## config.mk

```make
export PLATFORM = sky130hd
export DESIGN_NAME = lcd_spi_sink
export DESIGN_NICKNAME = d
export VERILOG_FILES = /design/src/rtl/lcd_spi_sink.sv
export SDC_FILE = /design/constraint.sdc
export NUM_CORES = 1
export LEC_CHECK = 0
export ABC_AREA = 1
export BUFFER_PORTS_ARGS = -buffer_cell sky130_fd_sc_hd__buf_4
export CAP_MARGIN = 15
export CORE_AREA = 2 2 141 143
export DETAILED_ROUTE_END_ITERATION = 10
export DIE_AREA = 0 0 143 145
export PLACE_DENSITY = 0.54
export SLEW_MARGIN = 20
export SYNTH_ARGS = -nofsm -noshare
export SYNTH_HDL_FRONTEND = slang
export SYNTH_SLANG_ARGS = --single-unit
```

## constraint.sdc

```tcl
create_clock -name clk -period 3.1 [get_ports clk]
set_clock_uncertainty 0.15 [all_clocks]
set_input_delay 0.465 -clock clk [delete_from_list [all_inputs] [get_ports clk]]
set_output_delay 0.465 -clock clk [all_outputs]
set_load 0.02 [all_outputs]
```

## src/rtl/lcd_spi_sink.sv

```systemverilog
// Write-only 4-wire SPI LCD responder (ST7789-style): decodes commands, tracks the
// CASET/RASET window and power flags, and turns RAMWR data into addressed RGB565 writes.
`timescale 1ns/1ps

module lcd_spi_sink #(
  parameter int ADDR_W = 9,
  parameter int XE_RST = 239,
  parameter int YE_RST = 319
) (
  input  logic              clk,
  input  logic              resetn,
  input  logic              spi_sck,
  input  logic              spi_cs,
  input  logic              spi_dc,
  input  logic              spi_mosi,
  output logic              byte_valid,
  output logic              byte_dc,
  output logic [7:0]        byte_data,
  output logic              fb_we,
  output logic [ADDR_W-1:0] fb_x,
  output logic [ADDR_W-1:0] fb_y,
  output logic [15:0]       fb_pixel,
  output logic              frame_done,
  output logic              sleep_out,
  output logic              display_on
);

  localparam logic [2:0] ST_IDLE  = 3'd0;
  localparam logic [2:0] ST_CASET = 3'd1;
  localparam logic [2:0] ST_RASET = 3'd2;
  localparam logic [2:0] ST_RAMWR = 3'd3;
  localparam logic [2:0] ST_OTHER = 3'd4;

  localparam logic [ADDR_W-1:0] ONE    = ADDR_W'(1);
  localparam logic [ADDR_W-1:0] XE_DEF = ADDR_W'(XE_RST);
  localparam logic [ADDR_W-1:0] YE_DEF = ADDR_W'(YE_RST);

  // Two-flop synchronizer, bit order {sck, cs, dc, mosi}.
  logic [3:0] sync_q1;
  logic [3:0] sync_q2;
  logic       sck_d;
  logic       sck_s;
  logic       cs_s;
  logic       dc_s;
  logic       mosi_s;
  logic       sck_rise;

  assign sck_s    = sync_q2[3];
  assign cs_s     = sync_q2[2];
  assign dc_s     = sync_q2[1];
  assign mosi_s   = sync_q2[0];
  assign sck_rise = sck_s & ~sck_d;

  // NOTE: sequential state uses non-blocking assignments so every flop samples
  // pre-edge values regardless of statement order within or across blocks.
  always_ff @(posedge clk or negedge resetn) begin
    if (!resetn) begin
      sync_q1 <= 4'b0100;   // chip select parks deasserted
      sync_q2 <= 4'b0100;
      sck_d   <= 1'b0;
    end else begin
      sync_q1 <= {spi_sck, spi_cs, spi_dc, spi_mosi};
      sync_q2 <= sync_q1;
      sck_d   <= sck_s;
    end
  end

  // Bit shifter; a CS deassertion throws away any partial byte.
  logic [2:0] bit_cnt;
  logic [6:0] shift_q;
  logic       byte_evt;
  logic [7:0] rx_byte;

  always_ff @(posedge clk or negedge resetn) begin
    if (!resetn) begin
      bit_cnt <= 3'd0;
      shift_q <= 7'd0;
    end else if (cs_s) begin
      bit_cnt <= 3'd0;
    end else if (sck_rise) begin
      bit_cnt <= bit_cnt + 3'd1;
      shift_q <= {shift_q[5:0], mosi_s};
    end
  end

  assign byte_evt = sck_rise & ~cs_s & (bit_cnt == 3'd7);
  assign rx_byte  = {shift_q, mosi_s};

  // Command FSM, window registers and pixel address generation.
  logic [2:0]        state_q;
  logic [1:0]        par_idx_q;
  logic [7:0]        par_hi_q;
  logic [ADDR_W-1:0] par_start_q;
  logic [ADDR_W-1:0] par_word;
  logic [ADDR_W-1:0] xs_q;
  logic [ADDR_W-1:0] xe_q;
  logic [ADDR_W-1:0] ys_q;
  logic [ADDR_W-1:0] ye_q;
  logic [ADDR_W-1:0] x_q;
  logic [ADDR_W-1:0] y_q;
  logic              phase_q;
  logic [7:0]        pix_hi_q;
  logic              x_wrap;
  logic              y_wrap;

  assign par_word = ADDR_W'({par_hi_q, rx_byte});
  // Greater-or-equal so that an inverted window (start > end) wraps on every pixel.
  assign x_wrap   = (x_q >= xe_q);
  assign y_wrap   = (y_q >= ye_q);

  always_ff @(posedge clk or negedge resetn) begin
    if (!resetn) begin
      byte_valid  <= 1'b0;
      byte_dc     <= 1'b0;
      byte_data   <= 8'd0;
      fb_we       <= 1'b0;
      fb_x        <= '0;
      fb_y        <= '0;
      fb_pixel    <= 16'd0;
      frame_done  <= 1'b0;
      sleep_out   <= 1'b0;
      display_on  <= 1'b0;
      state_q     <= ST_IDLE;
      par_idx_q   <= 2'd0;
      par_hi_q    <= 8'd0;
      par_start_q <= '0;
      xs_q        <= '0;
      xe_q        <= XE_DEF;
      ys_q        <= '0;
      ye_q        <= YE_DEF;
      x_q         <= '0;
      y_q         <= '0;
      phase_q     <= 1'b0;
      pix_hi_q    <= 8'd0;
    end else begin
      byte_valid <= 1'b0;
      fb_we      <= 1'b0;
      frame_done <= 1'b0;
      if (byte_evt) begin
        byte_valid <= 1'b1;
        byte_dc    <= dc_s;
        byte_data  <= rx_byte;
        if (!dc_s) begin
          // Any command aborts the current state and drops a pending high byte.
          phase_q   <= 1'b0;
          par_idx_q <= 2'd0;
          case (rx_byte)
            8'h2A: state_q <= ST_CASET;
            8'h2B: state_q <= ST_RASET;
            8'h2C: begin
              state_q <= ST_RAMWR;
              x_q     <= xs_q;
              y_q     <= ys_q;
            end
            8'h11: begin sleep_out  <= 1'b1; state_q <= ST_IDLE; end
            8'h10: begin sleep_out  <= 1'b0; state_q <= ST_IDLE; end
            8'h29: begin display_on <= 1'b1; state_q <= ST_IDLE; end
            8'h28: begin display_on <= 1'b0; state_q <= ST_IDLE; end
            default: state_q <= ST_OTHER;
          endcase
        end else begin
          case (state_q)
            ST_CASET, ST_RASET: begin
              par_idx_q <= par_idx_q + 2'd1;
              case (par_idx_q)
                2'd0, 2'd2: par_hi_q <= rx_byte;
                2'd1:       par_start_q <= par_word;
                default: begin
                  if (state_q == ST_CASET) begin
                    xs_q <= par_start_q;
                    xe_q <= par_word;
                  end else begin
                    ys_q <= par_start_q;
                    ye_q <= par_word;
                  end
                  state_q <= ST_IDLE;
                end
              endcase
            end
            ST_RAMWR: begin
              if (!phase_q) begin
                pix_hi_q <= rx_byte;
                phase_q  <= 1'b1;
              end else begin
                fb_we    <= 1'b1;
                fb_x     <= x_q;
                fb_y     <= y_q;
                fb_pixel <= {pix_hi_q, rx_byte};
                phase_q  <= 1'b0;
                if (x_wrap) begin
                  x_q <= xs_q;
                  if (y_wrap) begin
                    y_q        <= ys_q;
                    frame_done <= 1'b1;
                  end else begin
                    y_q <= y_q + ONE;
                  end
                end else begin
                  x_q <= x_q + ONE;
                end
              end
            end
            default: ;
          endcase
        end
      end
    end
  end

endmodule

```

# Word level (Yosys, flattened, before mapping)
# Cells that the tools add are included.
[classes] addsub=4 n_lt_le_gt_ge=2 n_eq_ne=18 mux=35 bitwise_logic=9 reduce_logical=23
[op_table] op="$mux W9" n=11
[op_table] op="$eq A8 B6 Y1 const B" n=5
[op_table] op="$reduce_and A4 Y1" n=5
[op_table] op="$add A9 B1 Y9 const B" n=2
[op_table] op="$ge A9 B9 Y1" n=2
[op_table] op="$eq A8 B5 Y1 const B" n=2
[op_table] op="$mux W3" n=5
[op_table] op="$reduce_and A5 Y1" n=3
[op_table] op="$mux W1" n=14
[op_table] op="$pmux W3 S4" n=1
[op_table] op="$reduce_and A3 Y1" n=3
[op_table] op="$ne A2 B1 Y1 const B" n=4
[op_table] op="$reduce_bool A2 Y1" n=4
[op_table] op="$eq A3 B2 Y1 const B" n=2
[op_table] op="$not A1 Y1" n=6
[op_table] op="$reduce_and A2 Y1" n=3
[op_table] op="$mux W2" n=2
[op_table] op="$pmux W1 S2" n=2
[op_table] op="$reduce_or A2 Y1" n=2
[op_table] op="$reduce_or A4 Y1" n=1
[op_table] op="$add A3 B1 Y3 const B" n=1
[op_table] op="$and A1 B1 Y1" n=3
[op_table] op="$eq A3 B1 Y1 const B" n=1
[op_table] op="$eq A3 B3 Y1 const B" n=1
[op_table] op="other kinds (6)" n=6
[totals] register_bits=145 inputBits=6 output_inout_bits=48 wordCells=118

# Logic depth before layout (Yosys ltp)
# Gate-level depths: netlist (run 1).
[logic_depth] ltp_word=7 depth_mapped=14 depth_no_buf=14

# Least setup slack after synthesis (run 1)
# OpenSTA, ideal clock, no wires.
[synth_timing] path_kind="reg-to-reg" start="register xe_q[2]" end="register y_q[0]" setup_ns=0.116 arrival_ns=1.778 t_required_ns=2.834 slack_ns=1.055 path_stages_with_launch=14 n_path_buf=1 synth_period_minus_slack_ns=2.045 path_cell_list="dfstp_2 -> inv_1 -> ha_1 -> nand2_1 -> nand2_1 -> nand2_1 -> nand2_1 -> a21oi_2 -> nand4_4 -> nand2_8 -> inv_6 -> buf_12 -> nand2_1 -> nand2_1"
[synth_between] elab_chain_len=3
[synth_lines] element="start: declaration" line="96" source="logic [ADDR_W-1:0] xe_q;"
[synth_lines] element="start signal: assignment" line="171" source="xe_q <= par_word;"
[synth_lines] element="$ge A9 B9 Y1" line="108" source="assign x_wrap = (x_q >= xe_q);"
[synth_lines] element="$ne A2 B1 Y1 (no line)"
[synth_lines] element="$reduce_and A5 Y1 (no line)"
[synth_lines] element="end signal: assignment" line="153" source="y_q <= ys_q;"
[synth_lines] element="end signal: assignment" line="193" source="y_q <= ys_q;"
[synth_lines] element="end signal: assignment" line="196" source="y_q <= y_q + ONE;"
[synth_lines] element="end: declaration" line="100" source="logic [ADDR_W-1:0] y_q;"
# No other way between the ends.
# A chain may end at the register's enable or synchronous reset.

# Final worst setup path (run 1)
[layout_timing] start="register bit_cnt[0]" end="register ye_q[6]"
[layout_between] elab_chain_len=3
[layout_lines] element="start: declaration" line="69" source="logic [2:0] bit_cnt;"
[layout_lines] element="start signal: assignment" line="81" source="bit_cnt <= bit_cnt + 3'd1;"
[layout_lines] element="$eq A3 B3 Y1" line="86" source="assign byte_evt = sck_rise & ~cs_s & (bit_cnt == 3'd7);"
[layout_lines] element="$and A1 B1 Y1" line="86"
[layout_lines] element="$reduce_and A5 Y1 (no line)"
[layout_lines] element="end signal: assignment" line="174" source="ye_q <= par_word;"
[layout_lines] element="end: declaration" line="98" source="logic [ADDR_W-1:0] ye_q;"
# No other way between the ends.

==> metrics.csv, run 1 <==
stage,metric,value,unit
timing,number of endpoints failing setup at the final stage,0,
placement,post-DP HPWL,10420,um
timing,RSZ-0062 raised after global routing,false,
synth,Area contributors post-synth,"dfrtp_1 48%, nand2_1 13%, dfstp_2 6.3%, o21ai_0 5.3%, ha_1 4.9%",
power_and_ir_drop,power share of the sequential group,42.9,%
clock_network,"Clk pin slew, worst setup/hold paths",0.06,ns
clock_network,CTS max path bufs,2,
clock_network,CTS Hold Bufs,5,
outcome,outcome,"finished, final reports clean",
critical_path,WS Path Type,flop to flop,
critical_path,Worst EP required,3.27,ns
synth,Syn Inst Count,741,
critical_path,CP Cell Sequence,ha_1 -> ha_1 -> nand3_2 -> buf_4 -> nor2_8 -> nand4_4 -> o21ai_0,
synth,post-synthesis mux area share,0,%
routing,post-route ant nets,0,
critical_path,crit-path max FO,36,
power_and_ir_drop,worst vdd ir,0.4133,mV
final_layout,"Most flops, register",fb_pixel,
die,Site Rows,51,
routing,drt total wl,15070,um
die,io pins,54,
placement,gpl congestion,0.7554,
critical_path,Critical Path Max Stage Delay,0.38,ns
global_routing,GRT Overall Usage,15.61,%
final_layout,fin cells,1081,
synth,Post-Synth XOR/XNOR Area,1.052,%
die,die width,143,um
synth,sequential area share after synthesis,54.80,%
final_layout,max FFs per register,16,
critical_path,Top Family by Delay on Critical Path,simple AND/OR/NAND/NOR gates,
power_and_ir_drop,clock share of power,53.0,%
global_routing,largest net degree at the start of global routing,64,
critical_path,Crit path arrival time,2.54,ns
final_layout,share of cells above drive strength 1,15.93,%
timing,TNS Setup,0,ns
global_routing,first-pass GRT wire length,25000,um
critical_path,cell repeated most along the worst path,ha_1,
die,die area,0.02074,mm2
final_layout,footprint of the multi-input gates,0.002506,mm2
final_layout,register area,0.003649,mm2
hold_path,min-delay worst type,flop to flop,
synth,share of the synthesized area in the top cell type,48.49,%
routing,First-pass DRT Iterations,5,
clock_network,CTS tree,built,
synth,syn_area_per_cell,8.985,um2
critical_path,CP Capture Type,flop,
placement,port bufs,53,
timing,Final Hold Vio Count,0,
global_routing,initial antenna violation count,0,
routing,vias per cell,4.485,
final_layout,antenna cells,0,
synth,Synth Cell Area,0.006658,mm2
synth,Yosys cell types,42,
clock_network,Skew-Pair Late Insertion Delay,0.43,ns
die,core area,0.01921,mm2
synth,#FFs+latches synth,145,
synth,main combinational cell family by area after synthesis,simple AND/OR/NAND/NOR gates,
die,die height,145,um
global_routing,vias in the first global route,4681,
placement,Area after DPL,0.007305,mm2
critical_path,Worst setup SP type,flop,
clock_network,H-tree levels,4,
timing,fin crit share,76.40,%
timing,Slew Limit Fails,0,
clock_network,clk sinks,145,
timing,Slew HR,59.71,%
clock_network,cells resized by post-CTS repair,0,
routing,violation count after the first detailed-route iteration,300,
final_layout,Post-Layout Inst Area,0.008039,mm2
clock_network,total CTS buffers,17,
clock_network,setup bufs post-CTS,0,
synth,"area leader, netlist",dfrtp_1,
critical_path,reg2reg path depth,7,
critical_path,WP buf/inv,1,
synth,post-synthesis simple-gate area fraction,22.40,%
clock_network,root buffer cell,clkbuf_16,
synth,Synth Area in Adders,4.886,%
routing,detailed-route wire length per cell,13.94,um
timing,post-layout minimum cycle time,2.369,ns
global_routing,global route total overflow,0,
power_and_ir_drop,Internal,3.563,mW
critical_path,WP depth,7,
final_layout,Fillers,1932,
power_and_ir_drop,combinational share of power,4.1,%
final_layout,P&R area growth vs syn,20.75,%
critical_path,Slowest cell on crit path,nand4_4,
power_and_ir_drop,Sw Pwr,969.8,uW
die,Starting Density,34.66,%
power_and_ir_drop,Leak,3.908,nW
power_and_ir_drop,PD cells,563.8,mW/mm2
routing,Residual DRC,0,
placement,Placed Instances,1044,
hold_path,worst hold path depth,0,
synth,syn_nets,773,
final_layout,most frequent cells in the layout,"239 x nand2_1, 129 x dfrtp_1, 83 x inv_1",
final_layout,"commonest non-fill, non-tap cell in the layout",nand2_1,
synth,synth warn,0,
synth,post-synthesis compound-gate area fraction,9.303,%
power_and_ir_drop,switching share of power,21.40,%
flow_run,max-capacitance violation count,0,
timing,worst-margin pin slew,0.6044,ns
routing,via count,4848,
timing,Fmax achieved,0.4222,GHz
final_layout,Nets,835,
## stage by stage
step / setup WS [ns] / hold WS [ns] / power [mW] / utilization, %
4_1_cts: 0.6647 / 0.2021 / 4.580 / 41.85
5_1_grt: 0.4257 / 0.2107 / 4.682 / 41.85
2_1_floorplan: 1.055 / 0.01941 / 2.050 / -
3_3_place_gp: 0.8035 / 0.1817 / 2.164 / 38.03
6_report: 0.7315 / 0.1991 / 4.532 / 41.85
3_5_place_dp: 0.7141 / 0.1879 / 2.166 / 38.03
## area by class of cell
cell class / instances / share of cell area [%]
Timing Repair Buffer: 66 / 6.521
Clock buffer: 20 / 5.556
Clock inverter: 12 / 2.957
Inverter: 88 / 4.280
Tap cell: 265 / 4.125
Multi-Input combinational cell: 485 / 31.18
Sequential cell: 145 / 45.39
## per-layer routing
| metal | track usage [%] | vias up | part of all wire, % |
|---|---|---|---|
| met1 | 22.20 | 2266 | 50 |
| met2 | 22.97 | 69 | 45 |
| met5 | 0 | - | 0 |
| met4 | 5.941 | 0 | 1.8 |
| met3 | 3.729 | 17 | 3.1 |
| li1 | - | 2496 | - |
## power by group through the flow
stage	sequential (mW)	combinational [mW]	clock, mW
after floorplan	1.97	0.0763	0
after global placement	1.98	0.187	0
after detailed placement	1.98	0.188	0
after CTS	1.94	0.194	2.44
after global routing	1.95	0.210	2.53
final	1.95	0.186	2.40
## cells by family (layout without fill, tap and decap cells)
logic type	Yosys count	count (layout)
AO/OA/AOI/OAI	121	121
XOR/XNOR	8	8
adder cells (fa/ha/maj)	26	26
buffers and inverters	111	186
flip-flops	145	145
AND/OR/NAND/NOR	330	330
## worst paths after layout
path                                  from      endpoint  slack, ns
max in group asynchronous           resetn       ye_q[8]       1.58
worst max register to register  bit_cnt[0]       ye_q[6]       0.73
worst min-delay path            sync_q1[3]    sync_q2[3]       0.20
worst max-delay path            bit_cnt[0]       ye_q[6]       0.73
min in group asynchronous           resetn  byte_data[1]       0.44
worst min register to register  sync_q1[3]    sync_q2[3]       0.20
## synth_stat cells (all sizes together)
cell type / n
nor3: 7
nand4: 5
inv: 87
dfstp: 16
nand3: 45
nand2: 242
clkbuf: 6
dfrtp: 129
a21oi: 19
o211ai: 1
nand3b: 4
a31oi: 1
clkinv: 1
nor2: 26
o22ai: 2
xnor2: 1
xor2: 7
buf: 17
o21ai: 98
ha: 26
nor4: 1
Note: power is estimated with default switching activity, not from simulation.
==> run 2, diff against run 1 <==
--- a/config.mk
+++ b/config.mk
@@ -11,7 +11,7 @@
 export CORE_AREA = 2 2 141 143
 export DETAILED_ROUTE_END_ITERATION = 10
 export DIE_AREA = 0 0 143 145
-export PLACE_DENSITY = 0.54
+export PLACE_DENSITY = 0.56
 export SLEW_MARGIN = 20
 export SYNTH_ARGS = -nofsm -noshare
 export SYNTH_HDL_FRONTEND = slang
==> constraint.sdc (replaced) <==
create_clock -name clk -period 2 [get_ports clk]
set_clock_uncertainty 0.15 [all_clocks]
set_input_delay 0.3 -clock clk [delete_from_list [all_inputs] [get_ports clk]]
set_output_delay 0.3 -clock clk [all_outputs]
set_load 0.02 [all_outputs]
==> run 2 against run 1 <==
Against the previous run: the run now ends with setup timing left; power rose by 45%; die area did not move; non-clock buffer count rose by 53; final cell count rose by 5.6%; clock power rose by 33%; sequential power rose by 55%; design area rose by 13%; critical endpoint is now y_q[1]; flip-flop and latch count did not move; sequential share of layout area fell by 5.4 points; clock-buffer cell count fell by 1; register-to-register slack got worse by 0.84 ns.
==> metrics.csv, run 2 (synthesis results as in run 1) <==
stage,metric,value,unit,change
critical_path,CP Cell Sequence,inv_2 -> ha_4 -> nand2_1 -> nand2_1 -> nand2_1 -> nand2_2 -> a21oi_4 -> nand4_4 -> nand2_8 -> inv_12 -> nand3_2 -> nand2_1,,
timing,number of endpoints failing setup at the final stage,25,,+25
timing,Slew Limit Fails,0,,unchanged
die,core area,0.01921,mm2,unchanged
final_layout,max FFs per register,16,,unchanged
placement,Placed Instances,1079,,+3.4%
critical_path,crit-path max FO,8,,-78%
die,io pins,54,,unchanged
global_routing,initial antenna violation count,0,,unchanged
die,die height,145,um,unchanged
critical_path,crit path launch,xe_q[6],,
critical_path,Crit path arrival time,2.27,ns,-0.27 ns
placement,port bufs,53,,unchanged
timing,Slew HR,66.49,%,+6.8 points
timing,Fmax achieved,0.4745,GHz,+12%
power_and_ir_drop,PD cells,718.6,mW/mm2,+27%
critical_path,r2r endpoint,y_q[1],,
final_layout,Post-Layout Inst Area,0.009123,mm2,+13%
routing,via count,5277,,+8.8%
critical_path,WS Path Type,flop to flop,,
critical_path,CP Capture Type,flop,,
power_and_ir_drop,worst vdd ir,0.6681,mV,+62%
timing,worst-margin pin slew,0.5027,ns,-0.1017 ns
routing,vias per cell,4.625,,+3.1%
critical_path,cell repeated most along the worst path,nand2_1,,
critical_path,Worst setup SP type,flop,,
global_routing,vias in the first global route,5058,,+8.1%
power_and_ir_drop,Leak,4.369,nW,+12%
critical_path,Critical Path Max Stage Delay,0.54,ns,+0.16 ns
timing,post-route worst setup slack,-0.1074,ns,-0.8389 ns
critical_path,Worst EP required,2.16,ns,-1.11 ns
hold_path,worst hold path depth,0,,unchanged
timing,fin crit share,105.4,%,+29 points
placement,Area after DPL,0.007632,mm2,+4.5%
routing,drt total wl,16850,um,+12%
global_routing,first-pass GRT wire length,26380,um,+5.5%
timing,post-layout minimum cycle time,2.107,ns,-0.2611 ns
final_layout,"commonest non-fill, non-tap cell in the layout",nand2_1,,
final_layout,Nets,895,,+7.2%
routing,post-route ant nets,0,,unchanged
critical_path,reg2reg path depth,12,,+5
timing,hold_ws,0.2018,ns,+0.002652 ns
timing,RSZ-0062 raised after global routing,true,,
final_layout,most frequent cells in the layout,"199 x nand2_1, 129 x dfrtp_1, 90 x buf_4",,
routing,detailed-route wire length per cell,14.77,um,+6.0%
critical_path,reg2reg start,xe_q[6],,
hold_path,Hold Path Sink,sync_q2[3],,
clock_network,"Clk pin slew, worst setup/hold paths",0.07,ns,about the same
global_routing,GRT Overall Usage,16.20,%,+0.60 points
final_layout,P&R area growth vs syn,37.02,%,
routing,Residual DRC,0,,unchanged
die,Site Rows,51,,unchanged
outcome,outcome,"complete, but fails checks",,
die,die area,0.02074,mm2,unchanged
timing,TNS Setup,-1.616,ns,-1.616 ns
clock_network,total CTS buffers,17,,unchanged
final_layout,antenna cells,0,,unchanged
power_and_ir_drop,overall power,6.555,mW,+45%
placement,dpl ws,-0.1649,ns,-0.8790 ns
flow_run,max-capacitance violation count,0,,unchanged
outcome,failing checks,setup timing,,
routing,First-pass DRT Iterations,5,,unchanged
hold_path,min-delay worst type,flop to flop,,
die,die width,143,um,unchanged
placement,gpl congestion,0.8146,,+7.8%
routing,violation count after the first detailed-route iteration,316,,+5.3%
clock_network,CTS tree,built,,
critical_path,Top Family by Delay on Critical Path,simple AND/OR/NAND/NOR gates,,
clock_network,H-tree levels,4,,unchanged
global_routing,largest net degree at the start of global routing,41,,-36%
timing,Final Hold Vio Count,0,,unchanged
clock_network,root buffer cell,clkbuf_16,,
global_routing,global route total overflow,0,,unchanged
clock_network,clk sinks,145,,unchanged
clock_network,Skew-Pair Late Insertion Delay,0.43,ns,about the same
final_layout,fin cells,1141,,+5.6%
final_layout,share of cells above drive strength 1,31.85,%,+16 points
die,Starting Density,34.66,%,unchanged
final_layout,"Most flops, register",fb_pixel,,
final_layout,Fillers,1770,,-8.4%
critical_path,reg2reg setup slack,-0.11,ns,-0.84 ns
final_layout,Final Util,47.50,%,+5.6 points
critical_path,WP buf/inv,2,,+1
critical_path,Slowest cell on crit path,dfstp_2,,
hold_path,Hold Crit Start,sync_q1[3],,
placement,post-DP HPWL,10920,um,+4.8%
clock_network,CTS max path bufs,2,,unchanged
run 2: cell count changes in the layout (fill, tap and decap cells not counted), sizes merged:
| cell | delta |
|---|---|
| buf | +51 |
| bufinv | -5 |
| clkbuf | +1 |
| clkinv | +1 |
| clkinvlp | +3 |
| inv | +4 |
| nand2 | +1 |
| nand3 | +2 |
| nand3b | +1 |
| nand4 | +1 |
run 2: timing repair:
item	CTS	global route
setup buffers	4	11
hold buffers	5	0
hold endpoints to repair	52	0
cloned	3	7
pin swaps	20	21
gates resized for setup	37	106
setup endpoints to repair	36	85
run 2: how the worst max path moves through the flow:
stage	end	slack (ns)	depth (start not counted)
final	y_q[1]	-0.11	12
after global routing	y_q[5]	-0.18	13
after CTS	x_q[0]	-0.07	13
after detailed placement	y_q[8]	-0.16	13
after global placement	y_q[1]	-0.11	10
after floorplan	y_q[0]	-0.04	13
run 2: where the power goes:
group	internal (mW)	switching, mW
Clock	1.89	1.31
Sequential	2.98	0.0404
Combinational	0.0854	0.248
run 2: routing by layer:
layer	wire [um]	up-vias	global-route usage, %
met4	281	0	5.693
met5	0	-	0
met1	7990	2541	22.84
li1	-	2644	-
met2	8180	72	25.29
met3	399	20	2.541
run 2: cell type report:
type	instances	area, um2	share of cell area, %
Clock buffer	19	442.9	4.855
Clock inverter	13	150.1	1.646
Inverter	88	360.3	3.950
Multi-Input combinational cell	490	3078	33.74
Sequential cell	145	3649	39.99
Tap cell	265	331.6	3.635
Timing Repair Buffer	119	1097	12.03
Timing Repair inverter	2	13.76	0.1509
